File: src/rtl/div_pkg.sv
// Shared definitions for the sequential divider: FSM state encoding, the
// default operand width and the iteration-counter width helper.
// Imported by seq_divider and sub_stage.
package div_pkg;

  // Default operand / quotient / remainder width.
  localparam int DIV_WIDTH = 32;

  // Counter must hold values 0..WIDTH-1 with headroom for the increment.
  localparam int DIV_CNT_W = $clog2(DIV_WIDTH) + 1;

  typedef enum logic [1:0] {
    IDLE = 2'd0,
    RUN  = 2'd1,
    DONE = 2'd2
  } div_state_e;

  // Counter width for an arbitrary operand width.
  function automatic int div_cnt_w(input int width);
    return $clog2(width) + 1;
  endfunction

endpackage

File: src/rtl/full_adder.sv
// Single-bit full adder cell used to build ripple arithmetic.
// Ports: a_i, b_i, ci_i -> s_o (sum), co_o (carry out).
// Purely combinational.
module full_adder (
  input  logic a_i,
  input  logic b_i,
  input  logic ci_i,
  output logic s_o,
  output logic co_o
);

  logic axb;

  assign axb  = a_i ^ b_i;
  assign s_o  = axb ^ ci_i;
  assign co_o = (a_i & b_i) | (ci_i & axb);

endmodule

File: src/rtl/sub_stage.sv
// Combinational W-bit subtractor diff = a - b built from a ripple of full
// adders: a + ~b + 1. Ports: a_i, b_i (minuend, subtrahend), diff_o,
// borrow_o (1 when b_i > a_i, i.e. the final carry-out is 0).
module sub_stage
  import div_pkg::*;
#(
  parameter int W = DIV_WIDTH + 1
) (
  input  logic [W-1:0] a_i,
  input  logic [W-1:0] b_i,
  output logic [W-1:0] diff_o,
  output logic         borrow_o
);

  logic [W:0]   carry;
  logic [W-1:0] b_inv;

  // Two's-complement subtract: invert subtrahend, inject carry-in of 1.
  assign b_inv    = ~b_i;
  assign carry[0] = 1'b1;

  for (genvar i = 0; i < W; i++) begin : g_fa
    full_adder u_fa (
      .a_i  (a_i[i]),
      .b_i  (b_inv[i]),
      .ci_i (carry[i]),
      .s_o  (diff_o[i]),
      .co_o (carry[i+1])
    );
  end

  // No carry-out means the subtraction wrapped: a borrow occurred.
  assign borrow_o = ~carry[W];

endmodule

File: src/rtl/seq_divider.sv
// Sequential unsigned restoring divider, one quotient bit per clock.
// Ports: clk, rst (sync, active-high), start/ready handshake with dividend
// and divisor; done pulse with registered quotient, remainder, div_by_zero.
// Latency: WIDTH+1 edges from accept to done (1 edge for a zero divisor).
module seq_divider
  import div_pkg::*;
#(
  parameter int WIDTH = DIV_WIDTH
) (
  input  logic             clk,
  input  logic             rst,
  input  logic             start,
  input  logic [WIDTH-1:0] dividend,
  input  logic [WIDTH-1:0] divisor,
  output logic             ready,
  output logic             done,
  output logic [WIDTH-1:0] quotient,
  output logic [WIDTH-1:0] remainder,
  output logic             div_by_zero
);

  localparam int               CNT_W    = div_cnt_w(WIDTH);
  localparam logic [CNT_W-1:0] LAST_CNT = CNT_W'(WIDTH - 1);
  localparam logic [CNT_W-1:0] CNT_ONE  = CNT_W'(1);

  div_state_e       state_q;
  logic [CNT_W-1:0] cnt_q;

  // Partial remainder. It always stays below the divisor, so its MSB only
  // matters inside the trial subtract on the shifted value.
  logic [WIDTH:0]   prem_q, prem_d;

  // Dividend shift register: unconsumed dividend bits leave at the MSB
  // while quotient bits enter at the LSB, so after WIDTH steps it holds
  // the complete quotient.
  logic [WIDTH-1:0] dvd_q, dvd_d;
  logic [WIDTH-1:0] dvs_q;

  logic [WIDTH:0]   shifted;
  logic [WIDTH:0]   trial;
  logic             borrow;

  logic             ready_q, done_q, dbz_q;
  logic [WIDTH-1:0] quo_q, rem_q;

  logic             unused_prem_msb;
  assign unused_prem_msb = prem_q[WIDTH];

  // Trial-subtract datapath.
  assign shifted = {prem_q[WIDTH-1:0], dvd_q[WIDTH-1]};

  sub_stage #(
    .W (WIDTH + 1)
  ) u_sub (
    .a_i      (shifted),
    .b_i      ({1'b0, dvs_q}),
    .diff_o   (trial),
    .borrow_o (borrow)
  );

  always_comb begin
    prem_d = shifted;
    dvd_d  = {dvd_q[WIDTH-2:0], ~borrow};
    // Restore (keep the shifted value) when the subtract borrowed.
    if (!borrow) begin
      prem_d = trial;
    end
  end

  // Control FSM with registered outputs.
  always_ff @(posedge clk) begin
    if (rst) begin
      state_q <= IDLE;
      cnt_q   <= '0;
      prem_q  <= '0;
      dvd_q   <= '0;
      dvs_q   <= '0;
      ready_q <= 1'b1;
      done_q  <= 1'b0;
      quo_q   <= '0;
      rem_q   <= '0;
      dbz_q   <= 1'b0;
    end else begin
      case (state_q)
        IDLE: begin
          if (start) begin
            dvd_q   <= dividend;
            dvs_q   <= divisor;
            ready_q <= 1'b0;
            if (divisor == '0) begin
              // Zero divisor bypasses the iteration entirely.
              quo_q   <= '1;
              rem_q   <= dividend;
              dbz_q   <= 1'b1;
              done_q  <= 1'b1;
              state_q <= DONE;
            end else begin
              prem_q  <= '0;
              cnt_q   <= '0;
              dbz_q   <= 1'b0;
              state_q <= RUN;
            end
          end
        end

        RUN: begin
          prem_q <= prem_d;
          dvd_q  <= dvd_d;
          cnt_q  <= cnt_q + CNT_ONE;
          if (cnt_q == LAST_CNT) begin
            // Last quotient bit is produced this edge: publish results.
            quo_q   <= dvd_d;
            rem_q   <= prem_d[WIDTH-1:0];
            done_q  <= 1'b1;
            state_q <= DONE;
          end
        end

        DONE: begin
          done_q  <= 1'b0;
          ready_q <= 1'b1;
          state_q <= IDLE;
        end

        default: begin
          done_q  <= 1'b0;
          ready_q <= 1'b1;
          state_q <= IDLE;
        end
      endcase
    end
  end

  assign ready       = ready_q;
  assign done        = done_q;
  assign quotient    = quo_q;
  assign remainder   = rem_q;
  assign div_by_zero = dbz_q;

endmodule

File: config.mk
export PLATFORM = sky130hd
export DESIGN_NAME = seq_divider
export DESIGN_NICKNAME = d
export VERILOG_FILES = /design/src/rtl/div_pkg.sv /design/src/rtl/full_adder.sv /design/src/rtl/sub_stage.sv /design/src/rtl/seq_divider.sv
export SDC_FILE = /design/constraint.sdc
export NUM_CORES = 1
export LEC_CHECK = 0
export ABC_AREA = 1
export CAP_MARGIN = 20
export CORE_MARGIN = 2
export CORE_UTILIZATION = 53
export CTS_CLUSTER_DIAMETER = 40
export CTS_CLUSTER_SIZE = 28
export DETAILED_ROUTE_END_ITERATION = 6
export PLACE_DENSITY = 0.86
export SLEW_MARGIN = 20
export SYNTH_ARGS = -nofsm -noshare
export SYNTH_HDL_FRONTEND = slang
export SYNTH_SLANG_ARGS = --single-unit
File: constraint.sdc
create_clock -name clk -period 18.2 [get_ports clk]
set_clock_uncertainty 0.15 [all_clocks]
set_input_delay 3.64 -clock clk [delete_from_list [all_inputs] [get_ports clk]]
set_output_delay 3.64 -clock clk [all_outputs]
set_load 0.01 [all_outputs]
==> flow_results.xml <==
<?xml version="1.0" encoding="UTF-8"?>
<metrics>
  <group name="status">
    <metric name="result_of_the_run" unit="">finished clean</metric>
  </group>
  <group name="pwr">
    <metric name="cellLeakagePower" unit="uW">0.00372</metric>
    <metric name="power.net_switching" unit="uW">297</metric>
    <metric name="vdd.ir_drop.worst" unit="mV">0.0755</metric>
    <metric name="p_comb_share" unit="%">21.5</metric>
    <metric name="sequentialPowerShare" unit="%">42.2</metric>
    <metric name="internal_power" unit="uW">721</metric>
    <metric name="cellPowerDensity" unit="nW/um^2">106</metric>
    <metric name="share_clk_of_total_power" unit="%">36.3</metric>
    <metric name="power.switching_fraction" unit="%">29.2</metric>
  </group>
  <group name="timing">
    <metric name="max_clock_freq" unit="GHz">0.0674</metric>
    <metric name="grt_setup_unrepaired" unit="">false</metric>
    <metric name="hold_violations" unit="">0</metric>
    <metric name="final-max-slew-violation-count" unit="">0</metric>
    <metric name="setup_total_negative_slack" unit="ns">0</metric>
    <metric name="tightestPinTransition" unit="ns">1.01</metric>
    <metric name="slew_headroom" unit="%">32.5</metric>
    <metric name="finalSetupViolCount" unit="">0</metric>
    <metric name="finalWorstPathRequiredPeriod" unit="ns">14.84</metric>
    <metric name="worst_hold_slack" unit="ns">0.313</metric>
    <metric name="fin_crit_sh" unit="%">81.5</metric>
  </group>
  <group name="place">
    <metric name="routabilityCongestion" unit="">0.900</metric>
    <metric name="number_of_port_buffers" unit="">133</metric>
    <metric name="dp_hpwl" unit="mm">12.9</metric>
  </group>
  <group name="setup_path">
    <metric name="path_common_cell" unit="">sky130_fd_sc_hd__fa_1</metric>
    <metric name="worst-endpoint-required" unit="ns">18.42</metric>
    <metric name="critical-path-slowest-cell" unit="">sky130_fd_sc_hd__fa_1</metric>
    <metric name="timing.critical_path.from_type" unit="">flop</metric>
    <metric name="worst_ep_arrival_time" unit="ns">15.06</metric>
    <metric name="worst-path-max-fanout" unit="">29</metric>
    <metric name="worst_path_largest_cell_delay" unit="ns">0.46</metric>
    <metric name="timing_worst_setup_path_type" unit="">reg2reg</metric>
    <metric name="cp-end-kind" unit="">flop</metric>
  </group>
  <group name="detailed_routing">
    <metric name="num_vias" unit="">7043</metric>
    <metric name="totalWireLength" unit="mm">19.5</metric>
    <metric name="initial_drc_count" unit="">709</metric>
    <metric name="wire_per_inst" unit="um">15.0</metric>
    <metric name="route.detailed.vias_per_inst" unit="">5.41</metric>
    <metric name="drt_drc_violations_left" unit="">0</metric>
    <metric name="drt_pass1_iterations" unit="">5</metric>
    <metric name="post_detailed_route_count_of_antenna_violating_nets" unit="">0</metric>
  </group>
  <group name="yosys">
    <metric name="synth-compound-area-share" unit="%">18.1</metric>
    <metric name="synthDistinctLibCells" unit="">30</metric>
    <metric name="area_of_the_mapped_netlist" unit="um^2">7720</metric>
    <metric name="dominant_combinational_cell_family_by_area_after_synthesis" unit="">simple AND/OR/NAND/NOR gates</metric>
    <metric name="synth.area.mux_share" unit="%">0</metric>
    <metric name="synthesis.nets" unit="">1117</metric>
    <metric name="post_synth_main_area_contributors" unit="">sky130_fd_sc_hd__dfxtp_1 (44%), sky130_fd_sc_hd__nand2_1 (11%), sky130_fd_sc_hd__a21oi_1 (11%), sky130_fd_sc_hd__fa_1 (8.0%), sky130_fd_sc_hd__nor2_1 (6.8%)</metric>
    <metric name="sequential_cell_area_fraction_in_the_yosys_report" unit="%">44.4</metric>
    <metric name="yosys.area.top_type_share" unit="%">44.4</metric>
    <metric name="synth-xor-area-share" unit="%">0</metric>
    <metric name="top_cell_type_by_total_area_after_synthesis" unit="">sky130_fd_sc_hd__dfxtp_1</metric>
    <metric name="syn_avg_cell_area" unit="um^2">7.59</metric>
    <metric name="synthCells" unit="">1017</metric>
    <metric name="synth_seq_cells" unit="">171</metric>
    <metric name="yosys.area_share.simple" unit="%">21.8</metric>
    <metric name="yosys_warnings" unit="">0</metric>
    <metric name="post_synth_fa_ha_maj_area_fraction" unit="%">8.37</metric>
  </group>
  <group name="flow_run">
    <metric name="max-cap-violations" unit="">0</metric>
  </group>
  <group name="floorplanning">
    <metric name="floorplan.die.width" unit="um">125</metric>
    <metric name="placementRows" unit="">44</metric>
    <metric name="die_height" unit="um">125</metric>
    <metric name="initial_cell_density_of_the_core" unit="%">53.7</metric>
    <metric name="ioPinCount" unit="">134</metric>
    <metric name="die_area" unit="um^2">15500</metric>
    <metric name="placeableCoreArea" unit="um^2">14400</metric>
  </group>
  <group name="grt">
    <metric name="grtUsageTotal" unit="%">25.2</metric>
    <metric name="grt_overflow" unit="">0</metric>
    <metric name="number_of_antenna_violations_at_the_first_check_in_global_routing" unit="">0</metric>
    <metric name="grt_pass1_vias" unit="">6407</metric>
    <metric name="grt_pass1_wl" unit="mm">32.0</metric>
    <metric name="grt_max_degree" unit="">100</metric>
  </group>
  <group name="clock_network">
    <metric name="post-cts-setup-buffers" unit="">0</metric>
    <metric name="clkSinkCount" unit="">171</metric>
    <metric name="cts_repair_resize_count" unit="">0</metric>
    <metric name="cts-root-to-sink-buffers" unit="">2</metric>
    <metric name="htreeDepth" unit="">4</metric>
    <metric name="cts_tree" unit="">done</metric>
    <metric name="worst_setup_hold_path_clk_slew" unit="ns">0.06</metric>
    <metric name="clock_latency" unit="ns">0.44</metric>
    <metric name="ctsHoldBuffers" unit="">0</metric>
    <metric name="cts_inserted_buffers" unit="">17</metric>
    <metric name="cts_root_buf" unit="">sky130_fd_sc_hd__clkbuf_16</metric>
  </group>
  <group name="cells_and_area">
    <metric name="drive_above_1_share" unit="%">4.74</metric>
    <metric name="syn2layout_area_growth" unit="%">23.8</metric>
    <metric name="fin_nets" unit="">1204</metric>
    <metric name="antenna_cells_inserted" unit="">0</metric>
  </group>
  <group name="min_path">
    <metric name="holdCritPathClass" unit="">reg2reg</metric>
  </group>
</metrics>
==> area by class of cell <==
type | count | area, um^2
multi-input combinational | 721 | 3720
clock buffer | 21 | 460
tap | 184 | 230
inverter | 54 | 203
timing repair buffer | 139 | 1370
fill | 1205 | 4810
sequential | 171 | 3420
clock inverter | 11 | 144
==> cells in the final DEF, fill, tap and decap left out <==
master                            count
sky130_fd_sc_hd__clkbuf_16           17
sky130_fd_sc_hd__o21ai_1              4
sky130_fd_sc_hd__nand3b_1             2
sky130_fd_sc_hd__nand3_1             36
sky130_fd_sc_hd__clkinv_4             1
sky130_fd_sc_hd__a31oi_1             29
sky130_fd_sc_hd__clkdlybuf4s50_1    132
sky130_fd_sc_hd__dfxtp_1            171
sky130_fd_sc_hd__o21a_1               1
sky130_fd_sc_hd__o21ai_0             62
sky130_fd_sc_hd__o31ai_1              1
sky130_fd_sc_hd__buf_2                1
sky130_fd_sc_hd__bufinv_16            3
sky130_fd_sc_hd__fa_1                31
sky130_fd_sc_hd__ha_1                 2
sky130_fd_sc_hd__nor2_2               2
sky130_fd_sc_hd__buf_4                6
sky130_fd_sc_hd__nand2_2              3
sky130_fd_sc_hd__clkbuf_1             2
sky130_fd_sc_hd__nor2_4               2
sky130_fd_sc_hd__clkinv_2             3
sky130_fd_sc_hd__or2_1                1
sky130_fd_sc_hd__nand2_1            233
sky130_fd_sc_hd__a21oi_1            162
sky130_fd_sc_hd__nor2_8               1
sky130_fd_sc_hd__nand4_1              1
sky130_fd_sc_hd__o22ai_1              4
sky130_fd_sc_hd__inv_1               47
sky130_fd_sc_hd__a221oi_1             3
sky130_fd_sc_hd__clkinvlp_4           4
sky130_fd_sc_hd__inv_2                7
sky130_fd_sc_hd__clkbuf_8             2
sky130_fd_sc_hd__nor2_1             140
sky130_fd_sc_hd__a31o_2               1
==> worst paths after layout <==
path / start / to / slack, ns / depth (start not counted)
setup / recovery: dvd_q[31] / remainder[7] / 3.36 / 47
hold / removal: done / done / 0.31 / 2
setup reg to reg: dvd_q[31] / remainder[7] / 3.36 / 47
hold reg to reg: done / done / 0.31 / 2
==> critical path: cells and delay by family, from the launching register on <==
kind	cells	cell delay (ns)
compound gates	1	0.06
buf+inv	7	0.85
simple gates	7	0.69
fa+ha+maj	32	12.70
flops	1	0.32
==> state kept, by name (all words and copies together), names as in the netlist <==
| signal | count |
|---|---|
| dvd_q | 32 |
| dvs_q | 32 |
| prem_q | 32 |
| quotient | 32 |
| remainder | 32 |
| cnt_q | 6 |
| state_q | 2 |
| div_by_zero | 1 |
| done | 1 |
| ready | 1 |
==> cells by family after synthesis <==
group,count (synthesis)
simple gates,421
compound gates,267
buf+inv,125
fa+ha+maj,33
flops,171
==> power groups by stage <==
stage          Combinational [uW]  Clock (uW)  Sequential, uW
5_1_grt                       244         388             433
4_1_cts                       218         372             429
2_1_floorplan                 136           0             441
3_5_place_dp                  217           0             437
6_report                      219         369             430
3_3_place_gp                  213           0             436
==> synthesized netlist by cell type <==
cell                         n
sky130_fd_sc_hd__a21oi_1   162
sky130_fd_sc_hd__a221oi_1    3
sky130_fd_sc_hd__a31o_2      1
sky130_fd_sc_hd__a31oi_1    29
sky130_fd_sc_hd__buf_1       2
sky130_fd_sc_hd__buf_2      29
sky130_fd_sc_hd__buf_4       7
sky130_fd_sc_hd__buf_6       5
sky130_fd_sc_hd__clkbuf_1   28
sky130_fd_sc_hd__clkinv_1    1
sky130_fd_sc_hd__dfxtp_1   171
sky130_fd_sc_hd__fa_1       31
sky130_fd_sc_hd__ha_1        2
sky130_fd_sc_hd__inv_1      47
sky130_fd_sc_hd__inv_2       6
sky130_fd_sc_hd__nand2_1   233
sky130_fd_sc_hd__nand2_2     3
sky130_fd_sc_hd__nand3_1    36
sky130_fd_sc_hd__nand3b_1    2
sky130_fd_sc_hd__nand4_1     1
sky130_fd_sc_hd__nor2_1    140
sky130_fd_sc_hd__nor2_2      2
sky130_fd_sc_hd__nor2_4      2
sky130_fd_sc_hd__nor2_8      1
sky130_fd_sc_hd__o21a_1      1
sky130_fd_sc_hd__o21ai_0    62
sky130_fd_sc_hd__o21ai_1     4
sky130_fd_sc_hd__o22ai_1     4
sky130_fd_sc_hd__o31ai_1     1
sky130_fd_sc_hd__or2_1       1
==> stage by stage <==
step | util (%) | power, uW | cell area [um^2] | instances | setup slack, ns
floorplan | - | 577 | 7720 | 1017 | 4.21
global route | 66.5 | 1070 | 9560 | 1301 | 2.78
CTS | 66.5 | 1020 | 9560 | 1301 | 3.30
detailed placement | 62.3 | 654 | 8950 | 1269 | 3.44
global placement | 62.3 | 649 | 8950 | 1269 | 3.57
finish | 66.5 | 1020 | 9560 | 1301 | 3.36
==> per-layer routing <==
layer | share of wire [%] | vias up | wire length [um] | global-route usage [%]
li1 | - | 3492 | - | -
met1 | 46 | 3212 | 8910 | 35.7
met2 | 44 | 296 | 8640 | 37.8
met3 | 6.8 | 43 | 1330 | 4.73
met4 | 3.0 | 0 | 578 | 11.2
met5 | 0 | - | 0 | 0
Power figures use the tool's default switching activity.
